## src/rtl/sequence_player_pkg.sv

```systemverilog
// Shared types and defaults for the sequence player: FSM state encoding,
// default symbol and timing widths, and the dwell terminal-count helper.
package sequence_player_pkg;

    localparam int DEF_DATA_W    = 4;
    localparam int DEF_ADDR_W    = 4;
    localparam int DEF_ON_TICKS  = 5;
    localparam int DEF_OFF_TICKS = 2;
    localparam int TICK_CNT_W    = 8;

    typedef enum logic [2:0] {
        ST_IDLE,
        ST_FETCH,
        ST_LOAD,
        ST_SHOW,
        ST_GAP,
        ST_DONE
    } state_t;

    // Count value on which a dwell of n ticks ends; n==0 only occurs for an unused gap phase.
    function automatic logic [TICK_CNT_W-1:0] last_tick(input int n);
        return (n == 0) ? '0 : TICK_CNT_W'(n - 1);
    endfunction

endpackage

```

## src/rtl/sequence_player_dwell_timer.sv

```systemverilog
// Tick counter shared by the SHOW and GAP phases: counts enabled ticks,
// clears on request and flags the tick that reaches the terminal count.
module dwell_timer
    import sequence_player_pkg::*;
(
    input  logic                  clk,
    input  logic                  rst,
    input  logic                  clear,
    input  logic                  enable,
    input  logic [TICK_CNT_W-1:0] terminal,
    output logic                  hit
);

    logic [TICK_CNT_W-1:0] count_reg;

    always_ff @(posedge clk) begin
        if (!rst) begin
            count_reg <= '0;
        end else if (clear) begin
            count_reg <= '0;
        end else if (enable) begin
            count_reg <= count_reg + 1'b1;
        end
    end

    assign hit = enable && (count_reg == terminal);

endmodule

```

## src/rtl/sequence_player.sv

```systemverilog
// Plays a stored symbol sequence: fetch, show for ON_TICKS, blank for OFF_TICKS,
// next symbol; gates the upstream timebase so it only runs while timing a phase.
module sequence_player
    import sequence_player_pkg::*;
#(
    parameter int DATA_W    = DEF_DATA_W,
    parameter int ADDR_W    = DEF_ADDR_W,
    parameter int ON_TICKS  = DEF_ON_TICKS,
    parameter int OFF_TICKS = DEF_OFF_TICKS
) (
    input  logic              clk,
    input  logic              rst,
    input  logic              tick,
    output logic              tick_en,
    input  logic              start,
    input  logic [ADDR_W:0]   seq_len,
    output logic [ADDR_W-1:0] rd_addr,
    input  logic [DATA_W-1:0] rd_data,
    output logic [DATA_W-1:0] disp_val,
    output logic              disp_valid,
    output logic              busy,
    output logic              done
);

    localparam logic [TICK_CNT_W-1:0] ON_LAST  = last_tick(ON_TICKS);
    localparam logic [TICK_CNT_W-1:0] OFF_LAST = last_tick(OFF_TICKS);

    state_t              state_reg;
    logic [ADDR_W-1:0]   idx_reg;
    logic [ADDR_W:0]     len_reg;
    logic [ADDR_W-1:0]   rd_addr_reg;
    logic [DATA_W-1:0]   disp_val_reg;
    logic                disp_valid_reg;
    logic                tick_en_reg;
    logic                busy_reg;
    logic                done_reg;

    logic                  in_timed;
    logic                  timer_clear;
    logic                  timer_hit;
    logic                  last_sym;
    logic [TICK_CNT_W-1:0] timer_terminal;

    assign in_timed       = (state_reg == ST_SHOW) || (state_reg == ST_GAP);
    assign timer_terminal = (state_reg == ST_GAP) ? OFF_LAST : ON_LAST;
    assign timer_clear    = (state_reg == ST_LOAD) || timer_hit;
    // len is never 0 outside IDLE, so len-1 cannot underflow where this is used.
    assign last_sym       = ({1'b0, idx_reg} == (len_reg - 1'b1));

    dwell_timer u_dwell_timer (
        .clk      (clk),
        .rst      (rst),
        .clear    (timer_clear),
        .enable   (tick && in_timed),
        .terminal (timer_terminal),
        .hit      (timer_hit)
    );

    always_ff @(posedge clk) begin
        if (!rst) begin
            state_reg      <= ST_IDLE;
            idx_reg        <= '0;
            len_reg        <= '0;
            rd_addr_reg    <= '0;
            disp_val_reg   <= '0;
            disp_valid_reg <= 1'b0;
            tick_en_reg    <= 1'b0;
            busy_reg       <= 1'b0;
            done_reg       <= 1'b0;
        end else begin
            done_reg <= 1'b0;
            case (state_reg)
                ST_IDLE: begin
                    if (start) begin
                        if (seq_len != '0) begin
                            len_reg   <= seq_len;
                            idx_reg   <= '0;
                            busy_reg  <= 1'b1;
                            state_reg <= ST_FETCH;
                        end else begin
                            done_reg <= 1'b1;
                        end
                    end
                end
                ST_FETCH: begin
                    rd_addr_reg <= idx_reg;
                    state_reg   <= ST_LOAD;
                end
                ST_LOAD: begin
                    disp_val_reg   <= rd_data;
                    disp_valid_reg <= 1'b1;
                    tick_en_reg    <= 1'b1;
                    state_reg      <= ST_SHOW;
                end
                ST_SHOW: begin
                    if (timer_hit) begin
                        disp_valid_reg <= 1'b0;
                        if (OFF_TICKS != 0) begin
                            state_reg <= ST_GAP;
                        end else begin
                            tick_en_reg <= 1'b0;
                            if (last_sym) begin
                                state_reg <= ST_DONE;
                            end else begin
                                idx_reg   <= idx_reg + 1'b1;
                                state_reg <= ST_FETCH;
                            end
                        end
                    end
                end
                ST_GAP: begin
                    if (timer_hit) begin
                        tick_en_reg <= 1'b0;
                        if (last_sym) begin
                            state_reg <= ST_DONE;
                        end else begin
                            idx_reg   <= idx_reg + 1'b1;
                            state_reg <= ST_FETCH;
                        end
                    end
                end
                ST_DONE: begin
                    done_reg     <= 1'b1;
                    busy_reg     <= 1'b0;
                    disp_val_reg <= '0;
                    state_reg    <= ST_IDLE;
                end
                default: begin
                    state_reg <= ST_IDLE;
                end
            endcase
        end
    end

    assign rd_addr    = rd_addr_reg;
    assign disp_val   = disp_val_reg;
    assign disp_valid = disp_valid_reg;
    assign tick_en    = tick_en_reg;
    assign busy       = busy_reg;
    assign done       = done_reg;

endmodule
```

## config.mk

```make
export PLATFORM = sky130hd
export DESIGN_NAME = sequence_player
export DESIGN_NICKNAME = d
export VERILOG_FILES = /design/src/rtl/sequence_player_pkg.sv /design/src/rtl/sequence_player_dwell_timer.sv /design/src/rtl/sequence_player.sv
export SDC_FILE = /design/constraint.sdc
export NUM_CORES = 1
export LEC_CHECK = 0
export ABC_CLOCK_PERIOD_IN_PS = 3210
export CAP_MARGIN = 20
export CORE_MARGIN = 2
export CORE_UTILIZATION = 53
export DETAILED_ROUTE_END_ITERATION = 7
export GPL_TIMING_DRIVEN = 0
export PLACE_DENSITY = 0.83
export SLEW_MARGIN = 20
export SYNTH_ARGS = -nofsm -noshare
export SYNTH_HDL_FRONTEND = slang
export SYNTH_HIERARCHICAL = 1
export SYNTH_SLANG_ARGS = --single-unit
```

## constraint.sdc

```tcl
create_clock -name clk -period 3.21 [get_ports clk]
set_clock_uncertainty 0.2 [all_clocks]
set_input_delay 0.321 -clock clk [delete_from_list [all_inputs] [get_ports clk]]
set_output_delay 0.321 -clock clk [all_outputs]
set_load 0.005 [all_outputs]
```

[After elaboration in Yosys (flattened, before gate mapping)]
Cells that the tools add are included.
Storage, ports and cells
  RAM bits: 0
  memory bits (read-only): 0
  memories kept: 0
  bits in latches: 0
  input port bits: 13
  logic and storage cells: 66
  output and inout port bits: 12
  register bits: 32
Operators by class
  reductions and logical operators: 18
  multipliers: 0
  add/subtract/negate cells: 3
  bitwise operators: 1
  $lt $le $gt $ge: 0
  mux-type cells: 22
  shift operators: 0
  div/mod/pow operators: 0
  equal/unequal tests: 12
Operators by type and width (number)
  2-to-1 mux 3 bit: 6
  2-to-1 mux 4 bit: 4
  case mux 4 bit (2 select lines): 2
  case mux 3 bit (5 select lines): 1
  inequality test 2 bit, second input constant: 5
  nonzero test 2 bit: 5
  adder 8 x 1 -> 8 bit, second input constant: 1
  equality test 8 x 3 -> 1 bit: 1
  case mux 1 bit (2 select lines): 4
  equality test 3 x 2 -> 1 bit, second input constant: 2
  equality test 3 bit, second input constant: 2
  AND reduction 3 bit: 2
  equality test 4 x 5 -> 1 bit: 1
  2-to-1 mux 1 bit: 5
  AND reduction 5 bit: 1
  nonzero test 5 bit: 1
  subtractor 5 x 1 -> 5 bit, second input constant: 1
  adder 4 x 1 -> 4 bit, second input constant: 1
  AND reduction 2 bit: 2
  AND reduction 4 bit: 1
  equality test 3 x 1 -> 1 bit, second input constant: 1
  logical NOT 3 bit: 1
  logical AND 1 bit: 2
  logical OR 1 bit: 2
  other kinds (2): 2

[Logic depth before layout (Yosys ltp)]
  word-level depth: 6
  mapped depth: 12
  depth with buffers taken out: 11

[Modules after synthesis]
Netlist, hierarchy kept.
Modules (own cells, without submodules)
  sequence_player: cells each 137, area each 1232.4 µm², sequential area each 480.5 µm², instances 1
  dwell_timer: cells each 50, area each 432.9 µm², sequential area each 160.2 µm², instances 1

[Worst setup path before layout]
No wires, ideal clock.
  path kind: reg-to-reg
  start: register state_reg[1]
  end: register idx_reg[0]
  data arrival time: 2187 ps
  clock period less this slack: 2507 ps
  buffers on the path: 1
  library setup time: 120 ps
  cell stages (with the launch flop): 12
  required time: 2890 ps
  path slack: 703 ps
  cell sequence: dfxtp_1 > inv_1 > nor2_1 > nand2_1 > a21boi_0 > buf_2 > nand2_1 > nor3_1 > nand2_1 > o21ai_2 > nand3b_2 > mux2i_1
On the way
  word-level cells in the longest chain between the ends: 6
  elaborated cells on any way between the ends: 15
  those cells by class: eq/ne (7); mux (2); reduce/logical (6)
Ends and longest elaborated chain
  start, declared: RTL line sequence_player.sv:28  | state_t state_reg;
  start signal, assigned: RTL line sequence_player.sv:61  | state_reg <= ST_IDLE;
  start signal, assigned: RTL line sequence_player.sv:79  | state_reg <= ST_FETCH;
  start signal, assigned: RTL line sequence_player.sv:87  | state_reg <= ST_LOAD;
  equality test 3 bit or equality test 3 x 2 -> 1 bit (tied branches): RTL line sequence_player.sv:44, sequence_player.sv:45
  2-to-1 mux 3 bit or logical OR 1 bit (tied branches): RTL line sequence_player.sv:45, sequence_player.sv:44
  equality test 8 x 3 -> 1 bit or logical AND 1 bit (tied branches): RTL line sequence_player_dwell_timer.sv:26, sequence_player.sv:54
  logical AND 1 bit (*): RTL line sequence_player_dwell_timer.sv:26  | assign hit = enable && (count_reg == terminal);
  named net timer_hit: RTL line sequence_player.sv:40  | logic timer_hit;
  inequality test 2 bit (no source line) (*)
  AND reduction 5 bit (no source line) (*)
  end signal, assigned: RTL line sequence_player.sv:105  | idx_reg <= idx_reg + 1'b1;
  end signal, assigned: RTL line sequence_player.sv:117  | idx_reg <= idx_reg + 1'b1;
  end, declared: RTL line sequence_player.sv:29  | logic [ADDR_W-1:0] idx_reg;
The timed path passes the listed nets; every way through them passes the cells marked *.
A chain may end at the register's enable or synchronous reset.

[Final worst setup path]
  start: register state_reg[1]
  end: register idx_reg[2]
The elaborated chain is that of the path after synthesis.

==> run_summary.xml <==
<?xml version="1.0" encoding="UTF-8"?>
<metrics>
  <group name="status">
    <metric name="status" unit="">finished clean</metric>
  </group>
  <group name="power_and_ir_drop">
    <metric name="p_leak" unit="nW">0.7118</metric>
    <metric name="share_seq_of_total_power" unit="%">47.6</metric>
    <metric name="switching_power" unit="uW">293.5</metric>
    <metric name="internal-power" unit="uW">670.1</metric>
    <metric name="ir_worst_vdd" unit="V">0.0002060</metric>
    <metric name="share_comb_of_total_power" unit="%">28.1</metric>
    <metric name="clk_network_pwr_share" unit="%">24.3</metric>
    <metric name="power.share.switching" unit="%">30.46</metric>
    <metric name="pwr_density_cell" unit="nW/um2">471.6</metric>
  </group>
  <group name="floorplan">
    <metric name="std_cell_rows" unit="">20</metric>
    <metric name="design.core.area" unit="um2">3028</metric>
    <metric name="design.die.area" unit="um2">3607</metric>
    <metric name="height_of_the_die" unit="um">60.06</metric>
    <metric name="design.portCount" unit="">25</metric>
    <metric name="fp.dieW" unit="um">60.06</metric>
    <metric name="initial_utilization" unit="%">55.00</metric>
  </group>
  <group name="final_layout">
    <metric name="fillerInstances" unit="">259</metric>
    <metric name="layout.nets" unit="">239</metric>
    <metric name="mostFrequentLayoutCells" unit="">dfxtp_1, nand2_1, clkdlybuf4s50_1</metric>
    <metric name="final_common_cell" unit="">dfxtp_1</metric>
    <metric name="syn2layout_area_growth" unit="%">22.69</metric>
    <metric name="max_reg_flops" unit="">8</metric>
    <metric name="post_route_cells_drive_above_1_share" unit="%">10.71</metric>
    <metric name="antenna-diode-count" unit="">0</metric>
    <metric name="final-instance-count-excl-fill" unit="">268</metric>
  </group>
  <group name="hold_path">
    <metric name="holdPathStages" unit="">2</metric>
    <metric name="worst_hold_path_type" unit="">register to register</metric>
  </group>
  <group name="worst_setup_path">
    <metric name="end_kind" unit="">register</metric>
    <metric name="worstPathRequired" unit="ps">3260</metric>
    <metric name="path_cells" unit="">inv_1 -&gt; nor2_1 -&gt; nand2_1 -&gt; a21boi_0 -&gt; buf_2 -&gt; nand2_1 -&gt; nor3_2 -&gt; nand2_1 -&gt; o21ai_2 -&gt; nand3b_2 -&gt; o21ai_0</metric>
    <metric name="critPathSlowestCell" unit="">dfxtp_1</metric>
    <metric name="r2r_setup_slack" unit="ps">300</metric>
    <metric name="startpoint_type" unit="">register</metric>
    <metric name="crit_fanout" unit="">7</metric>
    <metric name="critPathArrivalTime" unit="ps">2960</metric>
    <metric name="ff2ff_path_depth" unit="">11</metric>
    <metric name="crit_type" unit="">register to register</metric>
    <metric name="worst_path_largest_cell_delay" unit="ps">410</metric>
    <metric name="critical-path-top-cell-by-count" unit="">nand2_1</metric>
  </group>
  <group name="logic_synthesis">
    <metric name="number_of_enable_flip_flop_cells_after_synthesis" unit="">0</metric>
    <metric name="synth_cell_type_count" unit="">43</metric>
    <metric name="synth_seq_area_share" unit="%">38.47</metric>
    <metric name="syn-cell-area" unit="um2">1665</metric>
    <metric name="synth-warning-count" unit="">6</metric>
    <metric name="synthFlopType" unit="">dfxtp_1</metric>
    <metric name="synth.ff_latch_count" unit="">32</metric>
    <metric name="synthesized_netlist_cell_count" unit="">187</metric>
    <metric name="postSynthAreaPerCell" unit="um2">8.906</metric>
    <metric name="asyncSetResetFlopFracSynth" unit="%">0</metric>
  </group>
  <group name="sta">
    <metric name="hold_viol_final" unit="">0</metric>
    <metric name="setup_viol_count_final" unit="">0</metric>
    <metric name="fin_setup_tns" unit="ps">0</metric>
    <metric name="fin_crit" unit="ps">2909</metric>
    <metric name="report.final.slew_viol_count" unit="">0</metric>
    <metric name="max_clock_freq" unit="MHz">343.8</metric>
    <metric name="timing.final.crit_share" unit="%">90.61</metric>
    <metric name="rsz0062_at_grt" unit="">false</metric>
  </group>
  <group name="detailed_routing">
    <metric name="num_vias" unit="">1402</metric>
    <metric name="initialDrtViolationCount" unit="">49</metric>
    <metric name="drtPass1Iterations" unit="">4</metric>
    <metric name="postRouteWirelength" unit="mm">3.214</metric>
    <metric name="route.detailed.drc" unit="">0</metric>
    <metric name="wire_per_inst" unit="um">11.99</metric>
    <metric name="drt.antenna.violating_nets" unit="">0</metric>
    <metric name="vias_per_cell" unit="">5.231</metric>
  </group>
  <group name="clock_network">
    <metric name="cts.reportedPaths.clkPinSlew" unit="ps">90</metric>
    <metric name="clk-insertion-delay-late" unit="ps">330</metric>
    <metric name="cts_tree" unit="">yes</metric>
    <metric name="cts_made_buffers" unit="">5</metric>
    <metric name="ctsLongestPathBuffers" unit="">2</metric>
    <metric name="cts_root_buf" unit="">clkbuf_4</metric>
    <metric name="number_of_setup_buffers_added_after_cts" unit="">0</metric>
    <metric name="tritoncts_num_sinks" unit="">32</metric>
    <metric name="cts_htree_levels" unit="">2</metric>
  </group>
  <group name="grt">
    <metric name="grt_pass1_vias" unit="">1259</metric>
    <metric name="grt_usage" unit="%">20.05</metric>
    <metric name="grt_antenna_before_repair" unit="">0</metric>
    <metric name="pin_count_of_the_biggest_net_entering_global_routing" unit="">11</metric>
    <metric name="grt_overflow" unit="">0</metric>
    <metric name="first_pass_grt_wire_length" unit="mm">5.368</metric>
  </group>
  <group name="placed_design">
    <metric name="placedCellCount" unit="">260</metric>
    <metric name="io_buffer_count" unit="">24</metric>
    <metric name="gp_congestion" unit="">0.8078</metric>
    <metric name="post-dp-hpwl" unit="mm">2.350</metric>
  </group>
  <group name="run">
    <metric name="maxcap_violations" unit="">0</metric>
  </group>
</metrics>
[kinds of logic after synthesis]
| kind of cell | after synthesis | synth area share [%] |
|---|---|---|
| buf+inv | 12 | 3.230 |
| simple gates | 73 | 25.09 |
| fa+ha+maj | 3 | 2.254 |
| mux | 7 | 4.208 |
| compound gates | 40 | 16.53 |
| flops | 32 | 38.47 |
| other cells | 1 | 0.2252 |
| xor+xnor | 19 | 9.993 |
[per-layer routing]
layer | track usage, % | routed length [um] | vias to the layer above
met1 | 26.27 | 1596 | 647
li1 | - | - | 723
met5 | 0 | 0 | -
met4 | 8.571 | 38 | 0
met2 | 30.12 | 1433 | 28
met3 | 6.494 | 146 | 4
[worst paths after layout]
path | start | endpoint
worst max-delay path | state_reg[1]$_SDFFE_PN0P_ | idx_reg[2]$_SDFFE_PN0P_
worst min register to register | disp_valid$_SDFFE_PN0P_ | disp_valid$_SDFFE_PN0P_
worst max register to register | state_reg[1]$_SDFFE_PN0P_ | idx_reg[2]$_SDFFE_PN0P_
worst min-delay path | disp_valid$_SDFFE_PN0P_ | disp_valid$_SDFFE_PN0P_
[cell usage after synthesis, drive strengths merged, types with 3 or more instances]
cell type	n	share of area, %
nand4	6	3.0
or3	4	1.5
nor2	12	3.2
a21oi	10	3.0
nor2b	6	2.3
o221ai	4	2.1
xor2	5	2.6
inv	4	0.90
nand2	25	5.8
nor3b	4	2.8
nand3	5	1.5
dfxtp	32	38
xnor2	14	7.4
o21ai	10	3.7
mux2i	7	4.2
nor3	3	1.2
clkbuf	6	1.4
ha	3	2.3
nand3b	3	1.6
a21boi	7	3.2
[final cells by class]
class | instances | area [um2] | area share (%)
Multi-Input combinational cell | 148 | 994.7 | 48.68
Timing Repair Buffer | 24 | 240.2 | 11.76
Sequential cell | 32 | 640.6 | 31.35
Clock buffer | 8 | 58.81 | 2.878
Inverter | 4 | 15.01 | 0.7348
Buffer | 8 | 38.79 | 1.898
Tap cell | 44 | 55.05 | 2.694
[power by group through the flow]
stage	Clock (mW)	Sequential, mW	Combinational (mW)
after global routing	0.261	0.463	0.302
after detailed placement	0	0.467	0.269
after floorplan	0	0.464	0.191
after CTS	0.242	0.458	0.271
final	0.235	0.458	0.271
after global placement	0	0.467	0.264
[critical path, delay by kind of cell (launching register included)]
kind | cells | cell delay [ps]
DFF | 1 | 410
and+or+nand+nor | 6 | 1310
buffers and inverters | 2 | 340
AOI/OAI and AO/OA | 3 | 550
[through the flow]
step | utilization (%) | instance area [um2] | worst slack, ps | hold WS [ps] | power (mW)
2_1_floorplan | - | 1684 | 703.4 | 256.1 | 0.6552
3_3_place_gp | 65.37 | 1979 | 145.0 | 252.7 | 0.7312
3_5_place_dp | 65.37 | 1979 | 126.8 | 261.6 | 0.7362
4_1_cts | 67.31 | 2038 | 103.6 | 274.9 | 0.9707
5_1_grt | 67.48 | 2043 | 50.20 | 311.7 | 1.026
6_report | 67.48 | 2043 | 301.3 | 267.3 | 0.9636
[what timing repair did]
item / in CTS / in global routing
gates resized for setup: 0 / 1
setup endpoints to repair: 0 / 13
hold endpoints to repair: 0 / 0
hold buffers: 0 / 0
Note: power is estimated with default switching activity, not from simulation.
